### src/rtl/wb_regfile.sv
// Write-back stage register plus 32-entry register file with two forwarding read ports.
// The WB entry commits into the array on the same edge that loads the next entry.
module wb_regfile #(
    parameter int DW = 32,
    parameter int AW = 5
) (
    input  logic          clk,
    input  logic          rst,
    input  logic          regcWr,
    input  logic [AW-1:0] regcAddr,
    input  logic [DW-1:0] regcData,
    input  logic          stall,
    input  logic          flush,
    input  logic          re1,
    input  logic [AW-1:0] raddr1,
    output logic [DW-1:0] rdata1,
    input  logic          re2,
    input  logic [AW-1:0] raddr2,
    output logic [DW-1:0] rdata2,
    output logic          wb_wr,
    output logic [AW-1:0] wb_addr,
    output logic [DW-1:0] wb_data
);
    localparam int DEPTH = 2 ** AW;

    logic          r_wb_wr;
    logic [AW-1:0] r_wb_addr;
    logic [DW-1:0] r_wb_data;
    logic [DW-1:0] r_regs [DEPTH];

    logic          w_commit;

    assign w_commit = r_wb_wr && (r_wb_addr != '0);

    // flush only clears the valid bit; addr/data stay for visibility
    always_ff @(posedge clk or posedge rst) begin
        if (rst) begin
            r_wb_wr   <= 1'b0;
            r_wb_addr <= '0;
            r_wb_data <= '0;
        end else if (flush) begin
            r_wb_wr   <= 1'b0;
        end else if (!stall) begin
            r_wb_wr   <= regcWr;
            r_wb_addr <= regcAddr;
            r_wb_data <= regcData;
        end
    end

    always_ff @(posedge clk or posedge rst) begin
        if (rst) begin
            for (int i = 0; i < DEPTH; i++) begin
                r_regs[i] <= '0;
            end
        end else if (w_commit) begin
            r_regs[r_wb_addr] <= r_wb_data;
        end
    end

    // EX result is newer than the WB entry, so it is checked first
    always_comb begin
        rdata1 = '0;
        if (re1 && (raddr1 != '0)) begin
            if (regcWr && (regcAddr == raddr1)) begin
                rdata1 = regcData;
            end else if (r_wb_wr && (r_wb_addr == raddr1)) begin
                rdata1 = r_wb_data;
            end else begin
                rdata1 = r_regs[raddr1];
            end
        end
    end

    always_comb begin
        rdata2 = '0;
        if (re2 && (raddr2 != '0)) begin
            if (regcWr && (regcAddr == raddr2)) begin
                rdata2 = regcData;
            end else if (r_wb_wr && (r_wb_addr == raddr2)) begin
                rdata2 = r_wb_data;
            end else begin
                rdata2 = r_regs[raddr2];
            end
        end
    end

    assign wb_wr   = r_wb_wr;
    assign wb_addr = r_wb_addr;
    assign wb_data = r_wb_data;

endmodule

### config.mk
export PLATFORM = sky130hd
export DESIGN_NAME = wb_regfile
export DESIGN_NICKNAME = d
export VERILOG_FILES = /design/src/rtl/wb_regfile.sv
export SDC_FILE = /design/constraint.sdc
export NUM_CORES = 2
export LEC_CHECK = 0
export CAP_MARGIN = 5
export CELL_PAD_IN_SITES_DETAIL_PLACEMENT = 1
export CELL_PAD_IN_SITES_GLOBAL_PLACEMENT = 1
export CORE_UTILIZATION = 47
export CTS_CLUSTER_SIZE = 25
export DETAILED_ROUTE_END_ITERATION = 12
export HOLD_SLACK_MARGIN = 0.15
export PLACE_DENSITY = 0.79
export RECOVER_POWER = 25
export SLEW_MARGIN = 20
export SYNTH_ARGS = -nofsm -noshare
export SYNTH_HDL_FRONTEND = slang
export SYNTH_SLANG_ARGS = --single-unit
### constraint.sdc
create_clock -name clk -period 54.6 [get_ports clk]
set_clock_uncertainty 0.15 [all_clocks]
set_input_delay 10.92 -clock clk [delete_from_list [all_inputs] [get_ports clk]]
set_output_delay 10.92 -clock clk [all_outputs]
set_load 0.02 [all_outputs]
==> results.md <==
- Status: complete, but fails checks
- Violated checks: capacitance limit, slew limit
- Grt total ovfl: 0
- First-pass GRT wire length: 295200 um
- # resized after CTS: 0
- Number of antenna cells inserted: 0
- Clk Latency, worst-skew pair: 0.74 ns
- Post-synthesis cell area: ~57000 sq um
- Drt drc: 0
- Crit-path cells: buf_4 > buf_4 > xor2_1 > nor4_1 > and3_2 > buf_4 > nor2_1 > a311oi_1 > clkdlybuf4s50_1
- Startpoint Class: primary input
- Sequential area share after synthesis: 46.56%
- CTS tree: done
- Via density: 7.084
- Starting Density: 47.51%
- P_sw: 0.0007297 W
- I/O pins: 156
- Power per cell area: 38.43 nW/um^2
- Area of the multi-input gates: 28500 sq um
- Port Buffers: about 160
- CTS root buffer: clkbuf_16
- Die W: 350.5 um
- Worst hold stages: 0
- Hold path start: r_regs[992]$_DFFE_PP0P_
- Initial antenna violation count: 9
- Synth Register Bits: 1062
- Total Wirelength: around 200000 um
- Die height: between 300 and 400 um
- Rel. slew slack: -171.6%
- Combinational Power Share: a little under a quarter
- CP Capture Type: output port
- Num Clock Sinks: 1062
- RSZ-0062 raised after global routing: false
- Total track usage: 33.11%
- Reg2reg setup slack: 49.56 ns
- CP max stage delay: 0.91 ns
- FFs w/ async S/R, synth: 100.0%
- Final hold vios: 0
- Top cell by count, worst path: buf_4
- Setup Buffers After CTS: 0
- Final min period: approximately 27 ns
- Final period utilization: 49.25%
- Worst Tran Pin Value: 4.073 ns
- Final nets: roughly 3800
- Cts hold-fix bufs: 0
- R2r endpoint: r_regs[526]$_DFFE_PP0P_
- CP max stage cell: a311oi_1
- Via count: 38660
- Syn nets: 3877
- Worst-path maximum fanout: 55
- CTS buffer count: 113
- Post-synth EDFFs: 0
- Setup TNS: 0 ns
- Clk pwr share: about a third
- Worst Hold End: r_regs[992]$_DFFE_PP0P_
- DP Wirelength: around 120000 um
- GPL Wtd Cong: 0.8813
- Htree depth: 3
- Critical Path RT: roughly 44 ns
- LEAKAGE: approximately 28 nW
- Share of layout cells above drive strength 1: 48.79%
- DR WL/cell: approximately 37 um
- Vias in the first global route: 41090
- DIE AREA: 122800 sq um
- HP Class: flop to flop
- Distinct cells, synth: 45
- Final setup vio count: 0
- Reg2reg start: wb_addr[2]$_DFFE_PP0P_
- Max clock buf depth: 3
- Maxcap violations: 21
- CORE AREA: around 120000 sq um
- Data arrival, critical path: 15.82 ns
- # placed instances: 5246
- Clock transition at path regs: 0.06 ns
- Std cell rows: 127
- Crit path kind: primary input to output port
- Storage element area: 26580 sq um
- # fillers: 11300
- Iter 0 DRT Violations: 4336
- Synthesized area per cell: 14.93 sq um
- DRT antenna net count: 0
- Final max-slew violation count: ~550
- Achievable Freq: roughly 0.037 GHz
- Int Pwr: ~0.0017 W
- Net switching fraction of the power: 29.99%
- R2R depth: 4
- Sequential Power Share: 44.8%
- Largest net degree at the start of global routing: 150
- Cells after synthesis: 3823
- Drt pass-1 iters: 6
- Main flop type after synthesis: dfrtp_1
- Post-route insts no fill: 5457
- Area growth from synthesis to layout: 10.94%
- Peak supply drop: 0.03163 mV
- Synth Warn #: 0
-- power groups by stage --
| stage | logic (W) | registers, W | clock network, W |
|---|---|---|---|
| floorplan | 0.000402 | 0.00105 | 0 |
| global placement | 0.000526 | 0.00107 | 0 |
| detailed placement | 0.000544 | 0.00109 | 0 |
| CTS | 0.000551 | 0.00108 | 0.000799 |
| global route | 0.000582 | 0.00111 | 0.000827 |
| finish | 0.000553 | 0.00109 | 0.000791 |
-- cells by family (layout without fill, tap and decap cells) --
| family | after synthesis | in the layout | synth area share, % |
|---|---|---|---|
| xor gates and xnor gates | 20 | 20 | 0.3069 |
| muxes | 1647 | 1647 | 42.13 |
| buffers and inverters | 466 | 488 | 3.838 |
| DFF | 1062 | 1062 | 46.56 |
| and+or+nand+nor | 291 | 291 | 2.624 |
| AOI/OAI and AO/OA | 337 | 337 | 4.540 |
-- state kept, by name, summed over array words and instances, names as in the netlist --
| signal | flops |
|---|---|
| r_regs | 1024 |
| wb_data | 32 |
| wb_wr | 1 |
| wb_addr | 5 |
-- how the worst max path moves through the flow --
stage,start,endpoint,cells past startpoint
detailed placement,raddr2[1],rdata2[13],9
global route,raddr2[1],rdata2[16],9
CTS,raddr2[1],rdata2[13],9
floorplan,rst,r_regs[0]$_DFFE_PP0P_,1
global placement,raddr2[1],rdata2[13],9
finish,raddr2[3],rdata2[16],9
-- layout make-up --
cell class	instances	share of cell area (%)
clock buffers	170	5.282
clock inverters	40	0.6520
inverters	4	0.03557
multi-input cells	2295	45.01
flip-flops and latches	1062	41.98
well taps	1612	3.185
repair buffers	274	3.863
-- cells in the mapped netlist, types with 28 or more instances --
master | instances | share of area (%)
mux2_2 | 1044 | 21
a22oi_1 | 132 | 1.7
mux2i_1 | 103 | 1.8
clkbuf_1 | 236 | 1.6
buf_1 | 39 | 0.26
nand2_1 | 114 | 0.75
o221ai_1 | 72 | 1.1
buf_4 | 28 | 0.37
o21ai_0 | 37 | 0.32
a211oi_1 | 43 | 0.57
mux4_2 | 500 | 20
nor4_1 | 64 | 0.70
buf_2 | 137 | 1.2
nor2_1 | 42 | 0.28
dfrtp_1 | 1062 | 47
-- worst max-delay path, delay by kind of cell --
kind	cells	cell delay, ns
buffers and inverters	4	2.35
AND/OR/NAND/NOR	3	1.35
AO/OA/AOI/OAI	1	0.91
XOR/XNOR	1	0.14
-- per-layer routing --
layer  global-route usage [%]  wire length (um)  up-vias
li1                         -                 -    14790
met1                    43.82             76800    20850
met2                    48.75             88940     2352
met3                    10.88             22740      652
met4                    16.87             11620       16
met5                        0               106        -
-- cells in the final DEF (no fill, tap or decap), types with 5 or more instances in the layout --
cell type        count
dfrtp_1           1058
mux2_2            1031
mux4_2             500
clkdlybuf4s50_1    145
a22oi_1            132
clkbuf_16          115
buf_4              106
nand2_1            105
mux2i_1            103
o221ai_1            72
nor4_1              64
clkbuf_1            42
a211oi_1            41
o21ai_0             37
nor2_1              33
clkbuf_8            26
clkinv_2            24
a2111oi_0           19
nor4b_1             18
a311oi_1            15
mux2_1              13
xnor2_1             12
nand3_1             11
a221oi_1            10
nor2_4               9
nand2_2              9
xor2_1               8
bufinv_16            6
nor3_1               5
-- stage by stage --
stage	util, %	hold slack, ns	power (W)	setup slack [ns]	cell area [sq um]
detailed placement	49.67	0.2336	0.001636	27.82	59670
global route	52.71	0.2562	0.002517	27.68	63320
global placement	49.67	0.2263	0.001599	27.84	59670
floorplan	-	0.2913	0.001450	13.64	57080
CTS	52.80	0.2468	0.002432	27.68	63430
finish	52.71	0.2457	0.002433	27.71	63320
(Power assumes the default switching activity.)
